===== src/rtl/alu_exec.sv =====
// Execute-stage ALU with valid/ready handshakes, a registered result and an iterative 1-bit/cycle shifter.
// Define ALU_EXEC_BARREL_EN to replace the iterative shifter with a single-cycle barrel shifter.
module alu_exec (
  input  logic        clk,
  input  logic        rst,
  input  logic        in_valid,
  output logic        in_ready,
  input  logic [3:0]  alu_op,
  input  logic [31:0] rs1_data,
  input  logic [31:0] rs2_data,
  output logic        out_valid,
  input  logic        out_ready,
  output logic [31:0] result,
  output logic        zero
);

  localparam int unsigned DW  = 32;
  localparam int unsigned OPW = 4;
  localparam int unsigned SHW = 5;

  localparam logic [OPW-1:0] OP_ADD  = 4'b0000;
  localparam logic [OPW-1:0] OP_SUB  = 4'b1000;
  localparam logic [OPW-1:0] OP_SLL  = 4'b0001;
  localparam logic [OPW-1:0] OP_SRL  = 4'b0101;
  localparam logic [OPW-1:0] OP_SRA  = 4'b1101;
  localparam logic [OPW-1:0] OP_SLT  = 4'b0010;
  localparam logic [OPW-1:0] OP_SLTU = 4'b0011;
  localparam logic [OPW-1:0] OP_XOR  = 4'b0100;
  localparam logic [OPW-1:0] OP_OR   = 4'b0110;
  localparam logic [OPW-1:0] OP_AND  = 4'b0111;

  typedef enum logic [1:0] {
    S_IDLE  = 2'd0,
`ifndef ALU_EXEC_BARREL_EN
    S_SHIFT = 2'd2,
`endif
    S_DONE  = 2'd1
  } state_t;

  // Single-cycle result; in the iterative build shifts only reach here with shamt=0.
  function automatic logic [DW-1:0] f_alu(input logic [OPW-1:0] op,
                                          input logic [DW-1:0]  a,
                                          input logic [DW-1:0]  b);
    logic [DW-1:0] r;
    case (op)
      OP_ADD:  r = a + b;
      OP_SUB:  r = a - b;
`ifdef ALU_EXEC_BARREL_EN
      OP_SLL:  r = a << b[SHW-1:0];
      OP_SRL:  r = a >> b[SHW-1:0];
      OP_SRA:  r = DW'($signed(a) >>> b[SHW-1:0]);
`else
      OP_SLL, OP_SRL, OP_SRA: r = a;
`endif
      OP_SLT:  r = {(DW-1)'(0), ($signed(a) < $signed(b))};
      OP_SLTU: r = {(DW-1)'(0), (a < b)};
      OP_XOR:  r = a ^ b;
      OP_OR:   r = a | b;
      OP_AND:  r = a & b;
      default: r = '0;
    endcase
    return r;
  endfunction

  state_t          r_state, w_state_nxt;
  logic [DW-1:0]   r_result, w_result_nxt;
  logic            r_zero, w_zero_nxt;
  logic            r_in_ready, w_in_ready_nxt;
  logic            r_out_valid, w_out_valid_nxt;
  logic [DW-1:0]   w_alu;

`ifndef ALU_EXEC_BARREL_EN
  logic [DW-1:0]   r_work, w_work_nxt, w_work_shift;
  logic [SHW-1:0]  r_cnt, w_cnt_nxt;
  logic            r_shl, w_shl_nxt;
  logic            r_arith, w_arith_nxt;
  logic            w_is_shift;

  assign w_is_shift   = (alu_op == OP_SLL) || (alu_op == OP_SRL) || (alu_op == OP_SRA);
  assign w_work_shift = r_shl ? {r_work[DW-2:0], 1'b0}
                              : {r_arith & r_work[DW-1], r_work[DW-1:1]};
`endif

  assign w_alu     = f_alu(alu_op, rs1_data, rs2_data);
  assign in_ready  = r_in_ready;
  assign out_valid = r_out_valid;
  assign result    = r_result;
  assign zero      = r_zero;

  always_ff @(posedge clk) begin
    if (rst) begin
      r_state     <= S_IDLE;
      r_result    <= '0;
      r_zero      <= 1'b0;
      r_in_ready  <= 1'b1;
      r_out_valid <= 1'b0;
`ifndef ALU_EXEC_BARREL_EN
      r_work      <= '0;
      r_cnt       <= '0;
      r_shl       <= 1'b0;
      r_arith     <= 1'b0;
`endif
    end else begin
      r_state     <= w_state_nxt;
      r_result    <= w_result_nxt;
      r_zero      <= w_zero_nxt;
      r_in_ready  <= w_in_ready_nxt;
      r_out_valid <= w_out_valid_nxt;
`ifndef ALU_EXEC_BARREL_EN
      r_work      <= w_work_nxt;
      r_cnt       <= w_cnt_nxt;
      r_shl       <= w_shl_nxt;
      r_arith     <= w_arith_nxt;
`endif
    end
  end

  // Next state, datapath updates and registered handshake flags.
  always_comb begin
    w_state_nxt  = r_state;
    w_result_nxt = r_result;
    w_zero_nxt   = r_zero;
`ifndef ALU_EXEC_BARREL_EN
    w_work_nxt   = r_work;
    w_cnt_nxt    = r_cnt;
    w_shl_nxt    = r_shl;
    w_arith_nxt  = r_arith;
`endif
    case (r_state)
      S_IDLE: begin
        if (in_valid) begin
`ifndef ALU_EXEC_BARREL_EN
          if (w_is_shift && (rs2_data[SHW-1:0] != '0)) begin
            w_work_nxt  = rs1_data;
            w_cnt_nxt   = rs2_data[SHW-1:0];
            w_shl_nxt   = (alu_op == OP_SLL);
            w_arith_nxt = (alu_op == OP_SRA);
            w_state_nxt = S_SHIFT;
          end else begin
`else
          begin
`endif
            w_result_nxt = w_alu;
            w_zero_nxt   = (w_alu == '0);
            w_state_nxt  = S_DONE;
          end
        end
      end
`ifndef ALU_EXEC_BARREL_EN
      // The last shift step writes the result directly so latency is shamt+1.
      S_SHIFT: begin
        w_work_nxt = w_work_shift;
        w_cnt_nxt  = r_cnt - SHW'(1);
        if (r_cnt == SHW'(1)) begin
          w_result_nxt = w_work_shift;
          w_zero_nxt   = (w_work_shift == '0);
          w_state_nxt  = S_DONE;
        end
      end
`endif
      S_DONE: begin
        if (out_ready) w_state_nxt = S_IDLE;
      end
      default: w_state_nxt = S_IDLE;
    endcase
    w_in_ready_nxt  = (w_state_nxt == S_IDLE);
    w_out_valid_nxt = (w_state_nxt == S_DONE);
  end

endmodule


===== config.mk =====
export PLATFORM = sky130hd
export DESIGN_NAME = alu_exec
export DESIGN_NICKNAME = d
export VERILOG_FILES = /design/src/rtl/alu_exec.sv
export SDC_FILE = /design/constraint.sdc
export NUM_CORES = 1
export LEC_CHECK = 0
export CAP_MARGIN = 20
export CORE_MARGIN = 2
export CORE_UTILIZATION = 40
export CTS_CLUSTER_DIAMETER = 50
export DETAILED_ROUTE_END_ITERATION = 12
export GPL_ROUTABILITY_DRIVEN = 1
export PLACE_DENSITY = 0.7
export SYNTH_ARGS = -nofsm -noshare
export SYNTH_HDL_FRONTEND = slang
export SYNTH_SLANG_ARGS = --single-unit

===== constraint.sdc =====
create_clock -name clk -period 4.85 [get_ports clk]
set_input_delay 0.7275 -clock clk [delete_from_list [all_inputs] [get_ports clk]]
set_output_delay 0.7275 -clock clk [all_outputs]
set_load 0.01 [all_outputs]

==> flow_metrics.py, run 1 <==
metrics = {
    "status": {
        "status": "complete, no violations",
    },
    "power_and_ir_drop": {
        "p_leak_nw": 5.17,
        "powerDensity_nw_per_um2": 217,
        "vdd_drop_max_v": 0.000244,
    },
    "yosys": {
        "synth_cell_types": 93,
        "async_reset_ff_share_pct": 0,
        "syn_inst": 1326,
        "syn_nets": 1515,
        "ys_warn_count": 0,
        "ys.flop_type": "dfxtp_1",
        "synth_area_um2": 9460,
        "ys_ff_latch": 76,
        "synth_edf_count": 0,
        "post_synth.cell_area_avg_um2": 7.13,
        "yosysSeqAreaShare_pct": 16.1,
    },
    "place": {
        "place_hpwl_mm": 30.7,
        "dp_cells": 1839,
        "portBuffers": 106,
        "place_ws_ns": -0.337,
        "gp_congestion": 1.03,
    },
    "sta": {
        "final_max_slew_viol_count": 0,
        "fin_tns_setup_ns": 0,
        "finalSetupViolations": 0,
        "slew-limit-headroom_pct": 44.2,
        "finalCritPeriodShare_pct": 95.5,
        "rsz0062_at_grt": "false",
        "finalHoldViolations": 0,
        "fmax_ghz": 0.216,
        "tightest_slew_ns": 0.833,
        "finalCriticalPeriod_ns": 4.63,
        "whs_ns": 0.448,
        "setup_slack_ns": 0.218,
        "finClkSkew_ns": 0.00988,
    },
    "setup_path": {
        "path_class": "in -> reg",
        "critPathLaunchType": "input pin",
        "cp_max_fo": 5,
        "worstPathArrival_ns": 4.88,
        "end_kind": "flop",
        "rr_worst_depth": 11,
        "timing.rr.start": "r_state[0]$_SDFF_PP0_",
        "timing.rr.end": "zero$_SDFFE_PP0P_",
        "reg2reg_slack_ns": 1.45,
        "critPathRequiredTime_ns": 5.10,
    },
    "die": {
        "fp.dieH_um": 158,
        "die-area_um2": 24900,
        "dieWidth_um": 158,
        "fp-row-count": 56,
        "io_pins": 107,
        "initial_core_util_pct": 40.5,
        "core_area_um2": 23300,
    },
    "clocking": {
        "clk_path_buf_depth": 2,
        "clock_latency_ns": 0.34,
        "cts_buffers": 9,
        "cts_tree": "yes",
        "clkSinkCount": 76,
        "cts_setup_buffers": 0,
        "h-tree-depth": 3,
        "cts_root_buffer": "clkbuf_16",
        "clk_pin_slew_ns": 0.06,
        "cts_hold_buf": 0,
    },
    "worst_hold_path": {
        "hold_path_depth": 2,
        "worstHoldPathType": "reg -> reg",
        "hold_path_startpoint": "result[22]$_SDFFE_PP0P_",
        "holdPathEnd": "result[22]$_SDFFE_PP0P_",
    },
    "final_layout": {
        "antenna-diode-count": 0,
        "drive_gt1_share_pct": 15.6,
        "fin_util_pct": 53.0,
        "area_delta_synth_final_pct": 30.8,
        "layoutNonFillerInstCount": 1855,
        "nNetsFinal": 1720,
    },
    "detailed_routing": {
        "first_pass_iters": 6,
        "vias": 11300,
        "drt_wl_total_mm": 38.6,
        "drt_iter0_drc": 1378,
        "antenna_left": 0,
        "avgViaCountPerCell": 6.11,
        "wire_per_inst_um": 20.8,
        "drc": 0,
    },
    "grt": {
        "grt_max_degree": 65,
        "use_met2_pct": 47.1,
        "grt_pass1_wl_mm": 59.1,
        "grtUsageMet1_pct": 44.3,
        "grtUsageTotal_pct": 30.5,
        "use_met3_pct": 4.35,
        "antenna_found_initial": 0,
        "grt_busiest_layer": "met2",
        "overflow": 0,
        "grt_pass1_vias": 10500,
    },
    "job": {
        "maxCapViolCount": 0,
    },
}
[state kept, by name, summed over array words and instances, names as in the netlist, 2 cells and up]
signal   cells
r_cnt        5
r_work      32
result      32
r_state      2
[synthesized netlist by cell type (6+ instances only)]
| cell type | count | area share, % |
|---|---|---|
| mux2i_1 | 18 | 1.9 |
| a2111oi_0 | 6 | 0.56 |
| inv_1 | 100 | 4.0 |
| o211ai_1 | 24 | 1.9 |
| nand2_1 | 136 | 5.4 |
| a211oi_1 | 44 | 3.5 |
| nand4_1 | 18 | 1.2 |
| a221o_1 | 8 | 0.85 |
| or3_1 | 7 | 0.46 |
| nor2_1 | 120 | 4.8 |
| a22oi_1 | 16 | 1.3 |
| clkbuf_1 | 80 | 3.2 |
| o221ai_1 | 15 | 1.4 |
| nand3_1 | 17 | 0.90 |
| a31oi_1 | 11 | 0.73 |
| dfxtp_1 | 76 | 16 |
| nor3_1 | 42 | 2.2 |
| nor2b_1 | 9 | 0.60 |
| o31ai_1 | 14 | 1.1 |
| o21ai_0 | 54 | 2.9 |
| a21oi_1 | 120 | 6.3 |
| o21bai_1 | 9 | 0.71 |
| nand2b_1 | 14 | 0.93 |
| o21ai_1 | 10 | 0.53 |
| a21o_1 | 8 | 0.63 |
| o31a_1 | 10 | 0.93 |
| nor4_1 | 18 | 1.2 |
| ha_1 | 115 | 15 |
| a311oi_1 | 23 | 2.1 |
| a221oi_1 | 16 | 1.5 |
| and2_1 | 23 | 1.5 |
| and3_1 | 7 | 0.46 |
| o22ai_1 | 6 | 0.40 |
| a211o_1 | 7 | 0.65 |
[through the flow]
| stage | instance area [um2] | total power [mW] |
|---|---|---|
| floorplan | 9460 | 1.35 |
| global placement | 12000 | 1.90 |
| detailed placement | 12000 | 1.90 |
| CTS | 12300 | 2.65 |
| global route | 12400 | 2.81 |
| finish | 12400 | 2.68 |
[metal layers]
layer	up-vias	share of wire (%)
met5	-	0
met4	0	2.4
met3	61	9.3
met2	609	43
met1	5345	45
li1	5317	-
[cell usage in the layout (no fill, tap or decap), types with 9 or more instances in the layout]
cell,instances
buf_4,175
nor3_1,41
nor2_1,120
o21ai_0,54
a211oi_1,41
clkdlybuf4s50_1,105
and2_1,23
a31oi_1,11
mux2i_1,18
a221oi_1,16
a21oi_1,120
nor4_1,16
clkbuf_16,9
o31ai_1,13
inv_1,100
o21ai_1,10
nand2b_1,13
nand3_1,17
nand4_1,18
a311oi_1,23
a22oi_1,16
o211ai_1,24
o31a_1,10
o221ai_1,15
ha_1,115
dfxtp_1,76
nand2_1,136
[timing repair]
item                       4_1_cts  5_1_grt
setup endpoints to repair        1        3
cloned                           0        0
gates resized for setup          1       12
[critical path: stages]
cell and delay [ns]:
clkdlybuf4s50_1 0.50, inv_1 0.07, ha_1 0.33, a211oi_2 0.33
o41ai_4 0.17, a211oi_1 0.49, o21a_1 0.25, o31ai_1 0.12
a211o_1 0.33, a311oi_1 0.41, mux2i_1 0.23, nand3_1 0.11
or4_1 0.54, o32ai_2 0.26
[worst max path at each step]
stage	from	to	cells after the start
floorplan	rs1_data[11]	zero$_SDFFE_PP0P_	14
global placement	rs1_data[0]	zero$_SDFFE_PP0P_	15
detailed placement	rs1_data[0]	zero$_SDFFE_PP0P_	15
CTS	rs1_data[0]	zero$_SDFFE_PP0P_	15
global route	rs1_data[0]	zero$_SDFFE_PP0P_	16
finish	rs1_data[1]	zero$_SDFFE_PP0P_	14
[logic make-up after synthesis]
family          synth area share (%)
xor+xnor                       0.556
simple gates                    22.8
buf+inv                         7.88
flops                           16.1
fa+ha+maj                       15.6
mux                             2.26
compound gates                  34.8
[report_power, final]
group / leakage, nW / switching [mW] / total (mW) / internal (mW)
Combinational: 4.38 / 0.695 / 1.23 / 0.530
Sequential: 0.620 / 0.0384 / 0.710 / 0.672
Clock: 0.169 / 0.254 / 0.745 / 0.491
[final cells by class]
cell class	count	area, um2
clock buffers	12	267
clock inverters	4	70.1
fillers	2247	11000
inverters	105	394
multi-input cells	1055	7300
flip-flops and latches	76	1520
well taps	319	399
repair buffers	284	2430
No activity file was read; power rests on OpenSTA's default activity.
==> run 2, diff against run 1 <==
- clock period: 4.85 -> 5.9 ns (I/O delays scaled with it)
==> flow_metrics.py, run 2 (same netlist as run 1, synthesis figures left out) <==
metrics = {
    "place": {
        "place_ws_ns": 0.195,
        "place_hpwl_mm": 28.5,
        "place_area_um2": 10800,
        "dp_cells": 1693,
        "gp_congestion": 1.02,
        "portBuffers": 106,
    },
    "grt": {
        "grtUsageTotal_pct": 29.1,
        "overflow": 0,
        "antenna_found_initial": 0,
        "grt_pass1_vias": 9924,
        "grt_max_degree": 65,
        "grt_pass1_wl_mm": 57.0,
    },
    "clocking": {
        "h-tree-depth": 3,
        "cts_hold_buf": 0,
        "cts_buffers": 9,
        "cts_tree": "yes",
        "clock_latency_ns": 0.34,
        "clk_pin_slew_ns": 0.06,
        "clk_path_buf_depth": 2,
        "cts_setup_buffers": 0,
        "clkSinkCount": 76,
        "post_cts_resize_count": 0,
        "cts_root_buffer": "clkbuf_16",
    },
    "die": {
        "fp.dieH_um": 158,
        "die-area_um2": 24900,
        "core_area_um2": 23300,
        "dieWidth_um": 158,
        "io_pins": 107,
        "initial_core_util_pct": 40.5,
        "fp-row-count": 56,
    },
    "detailed_routing": {
        "drt_iter0_drc": 1480,
        "first_pass_iters": 6,
        "wl_met3_mm": 3.94,
        "wire_per_inst_um": 21.7,
        "drt_wl_total_mm": 37.1,
        "drc": 0,
        "wl_met1_mm": 16.2,
        "vias": 10800,
        "highest-signal-layer": "met4",
        "antenna_left": 0,
        "avgViaCountPerCell": 6.33,
        "route.met2.wl_mm": 15.8,
    },
    "setup_path": {
        "worstPathArrival_ns": 5.69,
        "critPathRequiredTime_ns": 6.10,
        "critPathLaunchType": "input pin",
        "path_class": "in -> reg",
        "rr_worst_depth": 11,
        "end_kind": "flop",
        "cp_max_fo": 6,
    },
    "final_layout": {
        "seqCellArea_um2": 1520,
        "multiInputGateArea_um2": 7240,
        "drive_gt1_share_pct": 6.04,
        "mostFrequentLayoutCells": "nand2_1, nor2_1, a21oi_1, ha_1, clkdlybuf4s50_1",
        "layoutNonFillerInstCount": 1709,
        "post-route-cell-area_um2": 11200,
        "nNetsFinal": 1574,
        "area_delta_synth_final_pct": 17.9,
        "layout_commonest_cell": "nand2_1",
        "antenna-diode-count": 0,
        "fillers": 2362,
    },
    "worst_hold_path": {
        "hold_path_depth": 2,
        "worstHoldPathType": "reg -> reg",
    },
    "sta": {
        "slew-limit-headroom_pct": 25.8,
        "tightest_slew_ns": 1.11,
        "whs_ns": 0.446,
        "final_max_slew_viol_count": 0,
        "finalCritPeriodShare_pct": 93.0,
        "fin_tns_setup_ns": 0,
        "rsz0062_at_grt": "false",
        "finalSetupViolations": 0,
        "finClkSkew_ns": 0.0109,
        "finalCriticalPeriod_ns": 5.49,
        "finalHoldViolations": 0,
        "setup_slack_ns": 0.411,
        "fmax_ghz": 0.182,
    },
    "power_and_ir_drop": {
        "seqPwrFrac_pct": 29.2,
        "sw_frac_of_total_pct": 38.8,
        "p_switching_mw": 0.778,
        "powerDensity_nw_per_um2": 180,
        "vdd_drop_max_v": 0.000138,
        "pwr-share-comb_pct": 43.0,
        "internal_power_mw": 1.23,
        "p_leak_nw": 4.42,
        "clockPowerShare_pct": 27.8,
    },
    "status": {
        "status": "complete, no violations",
    },
    "job": {
        "maxCapViolCount": 0,
    },
}
-- run 2: cell types whose count changed in the layout (fill, tap and decap cells not counted), sizes merged --
| cell | delta |
|---|---|
| buf | -146 |
| bufinv | -1 |
| clkinvlp | +1 |
-- run 2: final timing paths --
path	startpoint	endpoint	slack [ns]
max	rs1_data[0]	result[28]$_SDFFE_PP0P_	0.41
min	result[8]$_SDFFE_PP0P_	result[8]$_SDFFE_PP0P_	0.45
max reg2reg	r_state[0]$_SDFF_PP0_	zero$_SDFFE_PP0P_	2.33
min reg2reg	result[8]$_SDFFE_PP0P_	result[8]$_SDFFE_PP0P_	0.45
-- run 2: worst max-delay path: stages --
cell	delay, ns
clkdlybuf4s50_1	0.60
ha_1	0.25
inv_1	0.07
fa_1	0.41
nand2b_1	0.23
a2111oi_0	0.87
nor3_1	0.22
o31ai_1	0.46
a211o_1	0.33
a2111oi_0	0.17
o311a_1	0.38
a211oi_1	0.25
o311ai_0	0.28
o21ai_0	0.21
o21ai_1	0.07
-- run 2: metal layers --
metal	up-vias	global-route usage, %
met5	-	0
met4	0	9.22
met3	83	6.10
met2	624	43.8
met1	5097	41.3
li1	5020	-
-- run 2: metrics by stage --
step | power, mW | utilization, %
floorplan | 1.11 | -
global placement | 1.43 | 46.5
detailed placement | 1.43 | 46.5
CTS | 1.99 | 47.8
global route | 2.11 | 47.8
finish | 2.01 | 47.8
-- run 2: cell type report --
type                       instances  share of cell area, %
multi-input combinational       1055                   64.9
inverter                         105                   3.53
clock buffer                      12                   2.30
sequential                        76                   13.6
tap                              319                   3.58
timing repair buffer             138                   11.6
clock inverter                     4                  0.426
-- run 2: power by group through the flow --
stage,clock network (mW),registers (mW),logic (mW)
finish,0.558,0.587,0.863
global route,0.583,0.589,0.934
CTS,0.567,0.586,0.838
detailed placement,0,0.596,0.833
global placement,0,0.596,0.832
floorplan,0,0.594,0.515
